`src/rtl/game_pkg.sv`:
```
// Shared game definitions: state encodings, cell codes and map geometry.
// Used by the judge, the character mover and the renderer.
package game_pkg;

  typedef enum logic [2:0] {
    ST_INIT = 3'd0,
    ST_WAIT = 3'd1,
    ST_GAME = 3'd2,
    ST_WIN  = 3'd3,
    ST_LOSE = 3'd4
  } state_e;

  // Cell codes are kept as raw 3-bit values: codes 3..7 can appear in the
  // map and must behave like LINE, so an enum would not cover them.
  localparam logic [2:0] CELL_NONE     = 3'd0;
  localparam logic [2:0] CELL_LINE     = 3'd1;
  localparam logic [2:0] CELL_TERMINAL = 3'd2;

  localparam int MAP_W     = 20;
  localparam int MAP_H     = 15;
  localparam int CELL_BITS = 3;
  localparam int CELL_PX   = 16;

  localparam int MAP_BITS   = MAP_W * MAP_H * CELL_BITS;
  localparam int PIX_W      = MAP_W * CELL_PX;
  localparam int PIX_H      = MAP_H * CELL_PX;
  localparam int CELL_SHIFT = $clog2(CELL_PX);

endpackage

```
`src/rtl/cell_lookup.sv`:
```
// Registered pixel-position to cell-code stage: converts the character pixel
// position into a map cell, range-checks it and extracts that cell's code.
module cell_lookup
  import game_pkg::*;
(
  input  logic                clk,
  input  logic                rst,
  input  logic [8:0]          i_pix_h,
  input  logic [8:0]          i_pix_v,
  input  logic [0:MAP_BITS-1] i_map,
  output logic [2:0]          o_cell_code
);

  logic [8:0] w_cell_h;
  logic [8:0] w_cell_v;
  logic       w_in_range;
  logic [9:0] w_idx;
  logic [9:0] w_base;
  logic [2:0] r_cell_code;

  assign w_cell_h   = i_pix_h >> CELL_SHIFT;
  assign w_cell_v   = i_pix_v >> CELL_SHIFT;
  assign w_in_range = (i_pix_h < 9'(PIX_W)) && (i_pix_v < 9'(PIX_H));
  assign w_idx      = 10'(w_cell_h) + 10'(w_cell_v) * 10'(MAP_W);
  assign w_base     = w_idx * 10'(CELL_BITS);

  // Capture the code under the character every cycle; off-map reads as NONE.
  // The map is ascending-indexed, so the +: select yields map[b] as the MSB.
  always_ff @(posedge clk or posedge rst) begin
    if (rst) begin
      r_cell_code <= CELL_NONE;
    end else if (w_in_range) begin
      // NOTE: sequential state uses non-blocking (<=) so every register
      // samples pre-edge values and simulation matches the synthesized flops.
      r_cell_code <= i_map[w_base +: CELL_BITS];
    end else begin
      r_cell_code <= CELL_NONE;
    end
  end

  assign o_cell_code = r_cell_code;

endmodule

```
`src/rtl/game_judge.sv`:
```
// Top-level game controller: owns the game state bus, runs the per-game
// countdown and declares WIN on a terminal cell or LOSE on timeout.
module game_judge
  import game_pkg::*;
#(
  parameter int         TICK_CNT   = 100_000_000,
  parameter logic [7:0] TIME_LIMIT = 8'd60
) (
  input  logic                clk,
  input  logic                rst,
  input  logic                start,
  input  logic [8:0]          charactor_h,
  input  logic [8:0]          charactor_v,
  input  logic [0:MAP_BITS-1] map,
  output logic [2:0]          state,
  output logic [7:0]          time_left
);

  localparam int            TW        = (TICK_CNT > 1) ? $clog2(TICK_CNT) : 1;
  localparam logic [TW-1:0] TICK_LAST = TW'(TICK_CNT - 1);

  state_e        r_state;
  state_e        w_next_state;
  logic          r_start_d;
  logic          w_start_rise;
  logic [TW-1:0] r_tick;
  logic [7:0]    r_time_left;
  logic [2:0]    w_cell_code;
  logic          w_tick_done;
  logic          w_expire;

  cell_lookup u_cell_lookup (
    .clk         (clk),
    .rst         (rst),
    .i_pix_h     (charactor_h),
    .i_pix_v     (charactor_v),
    .i_map       (map),
    .o_cell_code (w_cell_code)
  );

  assign w_start_rise = start & ~r_start_d;
  assign w_tick_done  = (r_state == ST_GAME) && (r_tick == TICK_LAST);
  // A zero time limit expires on the very first tick, hence <= 1.
  assign w_expire     = w_tick_done && (r_time_left <= 8'd1);

  // Delay start by one cycle so only its rising edge is acted on.
  always_ff @(posedge clk or posedge rst) begin
    if (rst) r_start_d <= 1'b0;
    else     r_start_d <= start;
  end

  // Game state register.
  always_ff @(posedge clk or posedge rst) begin
    if (rst) r_state <= ST_INIT;
    else     r_state <= w_next_state;
  end

  // Next-state logic; a terminal hit outranks a simultaneous timeout.
  always_comb begin
    // NOTE: default first so every path assigns w_next_state and no latch
    // is inferred.
    w_next_state = r_state;
    case (r_state)
      ST_INIT: w_next_state = ST_WAIT;
      ST_WAIT: if (w_start_rise) w_next_state = ST_GAME;
      ST_GAME: begin
        if (w_cell_code == CELL_TERMINAL) w_next_state = ST_WIN;
        else if (w_expire)                w_next_state = ST_LOSE;
      end
      ST_WIN,
      ST_LOSE: if (w_start_rise) w_next_state = ST_INIT;
      default: w_next_state = ST_INIT;
    endcase
  end

  // Countdown: ticks only in GAME, reloads in INIT/WAIT, frozen afterwards.
  always_ff @(posedge clk or posedge rst) begin
    if (rst) begin
      r_tick      <= '0;
      r_time_left <= TIME_LIMIT;
    end else begin
      case (r_state)
        ST_GAME: begin
          if (r_tick == TICK_LAST) begin
            r_tick <= '0;
            if (r_time_left != 8'd0) r_time_left <= r_time_left - 8'd1;
          end else begin
            r_tick <= r_tick + TW'(1);
          end
        end
        ST_INIT,
        ST_WAIT: begin
          r_tick      <= '0;
          r_time_left <= TIME_LIMIT;
        end
        default: r_tick <= '0;
      endcase
    end
  end

  assign state     = r_state;
  assign time_left = r_time_left;

endmodule

```
`config.mk`:
```
export PLATFORM = sky130hd
export DESIGN_NAME = game_judge
export DESIGN_NICKNAME = d
export VERILOG_FILES = /design/src/rtl/game_pkg.sv /design/src/rtl/cell_lookup.sv /design/src/rtl/game_judge.sv
export SDC_FILE = /design/constraint.sdc
export NUM_CORES = 1
export LEC_CHECK = 0
export BUFFER_PORTS_ARGS = -buffer_cell sky130_fd_sc_hd__buf_4
export CAP_MARGIN = 25
export CORE_AREA = 2 2 359 361
export DETAILED_ROUTE_END_ITERATION = 8
export DIE_AREA = 0 0 361 363
export GPL_TIMING_DRIVEN = 0
export MAX_ROUTING_LAYER = met4
export PLACE_DENSITY = 0.37
export RECOVER_POWER = 25
export SETUP_SLACK_MARGIN = 0.02
export SYNTH_ARGS = -nofsm -noshare
export SYNTH_HDL_FRONTEND = slang
export SYNTH_HIERARCHICAL = 1
export SYNTH_SLANG_ARGS = --single-unit
```
`constraint.sdc`:
```
create_clock -name clk -period 2.22 [get_ports clk]
set_input_delay 0.222 -clock clk [delete_from_list [all_inputs] [get_ports clk]]
set_output_delay 0.222 -clock clk [all_outputs]
set_load 0.02 [all_outputs]
```
==> results of run 1 <==
[cell families after synthesis]
logic type / Yosys count / synth area share, %
muxes: 782 / 65.6
and+or+nand+nor: 655 / 12.1
AOI/OAI and AO/OA: 292 / 8.66
buffers and inverters: 278 / 6.67
DFF: 42 / 4.20
xor gates and xnor gates: 39 / 1.45
adders and majority gates: 23 / 1.23
[final cells by class]
class,instances,area [sq um]
fillers,13311,89400
multi-input cells,1791,23400
repair buffers,1020,8150
plain buffers,254,2470
well taps,1662,2080
flip-flops and latches,42,1060
diodes,82,205
clock buffers,6,139
inverters,23,88.8
clock inverters,2,60.1
[synth_stat cells (21+ instances only)]
library cell	n	area (sq um)
sky130_fd_sc_hd__nand4_1	52	325
sky130_fd_sc_hd__inv_1	21	78.8
sky130_fd_sc_hd__mux4_2	692	15600
sky130_fd_sc_hd__nand3_1	77	385
sky130_fd_sc_hd__a211oi_1	31	233
sky130_fd_sc_hd__buf_2	93	465
sky130_fd_sc_hd__o22ai_1	35	219
sky130_fd_sc_hd__nor3_1	34	170
sky130_fd_sc_hd__o21ai_0	21	105
sky130_fd_sc_hd__a21oi_1	32	160
sky130_fd_sc_hd__nand2_1	304	1140
sky130_fd_sc_hd__buf_1	21	78.8
sky130_fd_sc_hd__clkbuf_1	43	161
sky130_fd_sc_hd__buf_6	40	450
sky130_fd_sc_hd__nor2_1	96	360
sky130_fd_sc_hd__buf_4	57	428
sky130_fd_sc_hd__mux2i_1	82	821
sky130_fd_sc_hd__dfrtp_1	38	951
[worst paths after layout]
| kind | start | endpoint | slack [ns] |
|---|---|---|---|
| hold / removal | start | r_start_d | 0.07 |
| hold reg to reg | r_tick[0] | r_tick[0] | 0.51 |
| min in group asynchronous | rst | u_cell_lookup/o_cell_code[1] | 0.41 |
| setup / recovery | charactor_h[4] | u_cell_lookup/o_cell_code[0] | -1.87 |
| max in group asynchronous | rst | r_tick[8] | 0.50 |
| setup reg to reg | r_tick[16] | time_left[4] | 0.20 |
[power breakdown]
group          internal, uW  total [uW]  leakage (uW)  switching, uW
registers               806         845      0.000561           38.8
clock network           676        1010     0.0000976            334
logic                 11900       33100        0.0138          21200
total                 13400       35000        0.0144          21500
[metal layers]
layer  track usage, %  share of wire [%]  wire length [um]
met4             35.6                 10             30400
met5                -                  0                 0
met1             48.1                 34             98700
met3             18.3                 14             39800
met2             62.4                 42            121000
[repair_timing]
action                                  in CTS  in global routing
gates resized for setup                    376                 60
buffers inserted                            33                 21
pin swaps                                   39                 44
hold buffers                                 1                  0
hold endpoints to repair                    11                  0
cloned                                       4                  0
endpoints found under the setup margin      24                 33
[sequential cells by signal, indices dropped and copies added, names as in the netlist]
name and cells:
u_cell_lookup/o_cell_code 3, state 3, r_start_d 1, time_left 8, r_tick 27
[metrics by stage]
step                      area (sq um)  total power, uW  hold slack, ns  TNS [ns]  setup slack, ns
after floorplan                  25300            12400         -0.0244     -3.38            -1.13
after global placement           34300            25900           0.132    -13.85            -4.54
after detailed placement         34900            26500           0.138    -11.47            -3.83
after CTS                        36900            31800          0.0401     -4.92            -1.65
after global routing             37600            33800          0.0626     -5.20            -1.74
final                            37600            35000          0.0711     -5.56            -1.87
[critical path, cell delays in order]
cell                       delay (ns)
sky130_fd_sc_hd__buf_4           0.14
sky130_fd_sc_hd__ha_1            0.30
sky130_fd_sc_hd__buf_4           0.34
sky130_fd_sc_hd__buf_6           0.36
sky130_fd_sc_hd__buf_2           0.46
sky130_fd_sc_hd__buf_8           0.23
sky130_fd_sc_hd__buf_4           0.40
sky130_fd_sc_hd__mux4_2          0.39
sky130_fd_sc_hd__nand2_1         0.10
sky130_fd_sc_hd__nand4_1         0.11
sky130_fd_sc_hd__a41oi_2         0.34
sky130_fd_sc_hd__o21bai_2        0.18
sky130_fd_sc_hd__nand4_1         0.15
sky130_fd_sc_hd__nand2_1         0.08
sky130_fd_sc_hd__a211o_1         0.38
==> flow_metrics.tcl, run 1 <==
set metrics [dict create \
    wire_length_reported_by_the_detailed_router_mm 290 \
    maximum_operating_frequency_mhz 245 \
    clk_latency_ns 0.29 \
    timing.final.max_slew_violations 0 \
    p_leak_uw 0.0144 \
    synth_ff_type "sky130_fd_sc_hd__dfrtp_1" \
    floorplan.core_area_sq_um 127000 \
    antenna_found_initial 89 \
    most-common-layout-cells "sky130_fd_sc_hd__buf_4, sky130_fd_sc_hd__mux4_2, sky130_fd_sc_hd__nand2_1" \
    post_synth_instance_area_sq_um 25100 \
    floorplan.initialDensity_pct 19.8 \
    synthDistinctLibCells 84 \
    timing.max_cap.violations 0 \
    per_cell_via_count_in_the_routed_design 6.97 \
    worst_slew_margin_pct 32.9 \
    post_drt_wl_per_cell_um 59.4 \
    crit_required_ns 2.37 \
    final_nets 4081 \
    worst-path-max-fanout 10 \
    cts.root.buffer_cell "sky130_fd_sc_hd__clkbuf_16" \
    drive_above_1_share_pct 67.3 \
    grt_pass1_vias 33652 \
    length_in_cells_of_the_worst_reg_to_reg_path 6 \
    utilization_pct 29.6 \
    synth_edf_count 0 \
    grt_start_max_net_pins 29 \
    h-tree-depth 2 \
    tritoncts "yes" \
    critical_path.endpoint_type "flop" \
    drt-initial-drc-count 5707 \
    port_buffers 923 \
    min_delay_path_depth 1 \
    drt_pre_antenna_iters 5 \
    chipWidth_um 361 \
    sequential_fraction_of_the_synthesis_area_pct 4.20 \
    ant_nets 0 \
    status "finished with violations" \
    placedCellCount 4734 \
    rows 131 \
    fin_cells 4882 \
    timing.final.crit_period_ns 4.09 \
    clk_pin_slew_ns 0.07 \
    ys_warn_count 6 \
    crit_type "in -> reg" \
    power-per-cell-area_nw_per_um2 930 \
    gp_congestion 1.05 \
    numClockSinks 42 \
    violations "setup timing" \
    setup_repair_after_global_routing_missed_its_margin "yes" \
    cp.arrival_ns 4.24 \
    detail_route.drc_violations 0 \
    cts_buffers 5 \
    synth_area_per_cell_sq_um 11.9 \
    min-delay-path-class "in -> reg" \
    mostFrequentLayoutCell "sky130_fd_sc_hd__buf_4" \
    postSynthRegisterBits 42 \
    die_footprint_sq_um 131000 \
    die_y_um 363 \
    grt_first_pass_wirelength_mm 362 \
    grt.total_usage_pct 43.9 \
    finalCritPeriodShare_pct 184 \
    area_delta_synth_final_pct 49.6 \
    cts_max_path_buffers 2 \
    io_pins 932 \
    actual_transition_at_the_worst_max_transition_pin_ns 1.00 \
    fin_ws_ns -1.87 \
    vdd_drop_max_v 0.000762 \
    overflow 0 \
    final.setup_skew_ns 0.00835 \
    post_synth_inst_count 2111 \
    setup.worst_path.start_class "primary input" \
    setup-violations-final 3 \
    syn-num-nets 3055 \
    detailroute.via_count 34019 \
    finalHoldViolCount 0 \
    hpwl_mm 230 \
    async_flop_share_pct 100 \
]
(Power assumes the default switching activity.)
==> run 2, diff against run 1 <==
Clock period 2.22 ns to 4.1 ns, I/O delays scaled along.
==> run 2 against run 1 <==
- the flow finishes with violations (capacitance limit, slew limit, setup timing)
- clock skew shrank 0.0036 ns
- worst setup slack gained 1.5 ns
- routed wire length shrank 0.41%
- flip-flop and latch count is the same
- die area is the same
- sequential share of layout area is essentially flat
- register-to-register slack gained 1.6 ns
- via count is essentially flat
- hold slack lost 0.037 ns
- power shrank 49%
==> flow_metrics.tcl, run 2 (synthesized netlist as in run 1, its figures left out) <==
set metrics [dict create \
    totalPowerFinal_uw 17900 \
    gp_congestion 1.09 \
    detail_route.drc_violations 0 \
    numClockSinks 42 \
    ant_nets 0 \
    floorplan.core_area_sq_um 127000 \
    worst-path-buf-inv 4 \
    finalCritPeriodShare_pct 109 \
    post_drt_wl_per_cell_um 59.2 \
    wire_length_reported_by_the_detailed_router_mm 289 \
    timing.final.max_slew_violations 33 \
    mostFrequentLayoutCell "sky130_fd_sc_hd__buf_4" \
    per_cell_via_count_in_the_routed_design 6.97 \
    cp.arrival_ns 4.61 \
    die_y_um 363 \
    grt_start_max_net_pins 33 \
    worst-path-max-fanout 10 \
    worst_path_max_delay_cell "sky130_fd_sc_hd__clkbuf_2" \
    most-common-layout-cells "sky130_fd_sc_hd__buf_4, sky130_fd_sc_hd__mux4_2, sky130_fd_sc_hd__nand2_1" \
    net_switching_fraction_of_the_power_pct 61.9 \
    setup-tns-final_ns -0.806 \
    floorplan.initialDensity_pct 19.8 \
    io_pins 932 \
    setup-violations-final 3 \
    crit_required_ns 4.25 \
    n_fill_cell 13324 \
    power.clock.fraction_pct 2.6 \
    area_delta_synth_final_pct 47.7 \
    worst_slew_margin_pct -27.7 \
    actual_transition_at_the_worst_max_transition_pin_ns 1.91 \
    tritoncts "yes" \
    grt_pass1_vias 32552 \
    clk_latency_ns 0.28 \
    p_leak_uw 0.0142 \
    maximum_operating_frequency_mhz 224 \
    final_nets 4065 \
    violations "capacitance limit, slew limit, setup timing" \
    cts.hold.buffers_added 0 \
    port_buffers 923 \
    cp_cell_sequence "buf_4 > ha_1 > buf_4 > buf_4 > clkbuf_2 > mux4_2 > o22ai_1 > nor3_1 > o21ai_0 > and3_2 > o31ai_4 > o31ai_4 > a211oi_4" \
    cpMostUsedCell "sky130_fd_sc_hd__buf_4" \
    grt.total_usage_pct 43.7 \
    largest_register "r_tick" \
    power-per-cell-area_nw_per_um2 483 \
    fin_ws_ns -0.362 \
    largest_register_ffs 27 \
    grt_first_pass_wirelength_mm 359 \
    utilization_pct 29.2 \
    drt-initial-drc-count 5799 \
    critPathTopFamily "buffers and inverters" \
    die_footprint_sq_um 131000 \
    cts_max_path_buffers 2 \
    crit_path_max_incr_delay_ns 0.82 \
    timing.max_cap.violations 1 \
    timing.final.crit_period_ns 4.46 \
    p_sw_uw 11100 \
    critical_path.endpoint_type "flop" \
    drive_above_1_share_pct 66.2 \
    drt_pre_antenna_iters 7 \
    final.setup_skew_ns 0.00477 \
    hpwl_mm 230 \
    antenna_found_initial 96 \
    h-tree-depth 2 \
    setup.worst_path.start_class "primary input" \
    overflow 0 \
    vdd_drop_max_v 0.000379 \
    cts_buffers 5 \
    detailroute.via_count 34021 \
    internal_power_uw 6820 \
    rrSetupSlack_ns 1.84 \
    power_frac_seq_pct 2.6 \
    crit_type "in -> reg" \
    finalHoldViolCount 0 \
    chipWidth_um 361 \
    min-delay-path-class "in -> async" \
    rows 131 \
    cts.root.buffer_cell "sky130_fd_sc_hd__clkbuf_16" \
    power_frac_comb_pct 94.8 \
    clk_pin_slew_ns 0.06 \
    setup_repair_after_global_routing_missed_its_margin "yes" \
    status "finished with violations" \
]
run 2: cell types whose count changed in the layout (fill, tap and decap cells not counted), sizes merged:
cell | before | now
dlygate4sd3 | 1 | 0
bufbuf | 1 | 0
diode | 82 | 97
bufinv | 2 | 1
buf | 1228 | 1214
run 2: layout make-up:
class	instances	area, sq um	area share, %
multi-input cells	1791	23100	62.2
flip-flops and latches	42	1060	2.85
diodes	97	243	0.654
plain buffers	249	2370	6.38
inverters	23	91.3	0.246
clock buffers	6	139	0.374
well taps	1662	2080	5.60
repair buffers	1009	8020	21.6
clock inverters	1	30.0	0.0809
run 2: power groups by stage:
stage / clock network [uW] / logic (uW) / registers, uW
final: 465 / 17000 / 458
after global routing: 496 / 16300 / 459
after CTS: 477 / 15200 / 457
after detailed placement: 0 / 13400 / 465
after global placement: 0 / 13100 / 466
after floorplan: 0 / 6120 / 466
run 2: timing repair:
item,4_1_cts,5_1_grt
resized for setup,345,64
setup endpoints to repair,3,3
buffers inserted,31,12
pin swaps,34,23
run 2: path summary, 6_finish.rpt:
kind	startpoint	end	depth (start not counted)
worst min-delay path	rst	u_cell_lookup/o_cell_code[2]	2
max in group asynchronous	rst	r_tick[11]	3
worst max-delay path	charactor_h[4]	u_cell_lookup/o_cell_code[2]	13
worst min register to register	r_tick[0]	r_tick[0]	1
min in group clk	start	r_start_d	1
worst max register to register	r_tick[0]	time_left[4]	6
run 2: stage by stage:
stage	hold WS, ns	setup WS (ns)	instance area (sq um)	cells
2_1_floorplan	0.164	0.256	25100	2111
3_3_place_gp	0.318	-3.44	34100	4696
3_5_place_dp	0.319	-2.77	34800	4739
4_1_cts	0.0185	-0.103	36500	4771
5_1_grt	0.0358	-0.168	37100	4867
6_report	0.0346	-0.362	37100	4880
run 2: routing by layer:
layer  track usage [%]  up-vias  part of all wire [%]
met5                 -        -                     0
met4              32.8        0                    10
met3              19.6     1283                    14
met2              62.4     4048                    42
met1              47.6    17328                    34
li1                  -    11362                     -
run 2: worst register-to-register path: stages, from the launching register on:
cell and delay, ns:
sky130_fd_sc_hd__dfrtp_1 0.40, sky130_fd_sc_hd__ha_1 0.24, sky130_fd_sc_hd__nand3_4 0.16, sky130_fd_sc_hd__nor4_4 0.36, sky130_fd_sc_hd__nand4_1 0.35, sky130_fd_sc_hd__or4_1 0.57
sky130_fd_sc_hd__nand4b_1 0.11
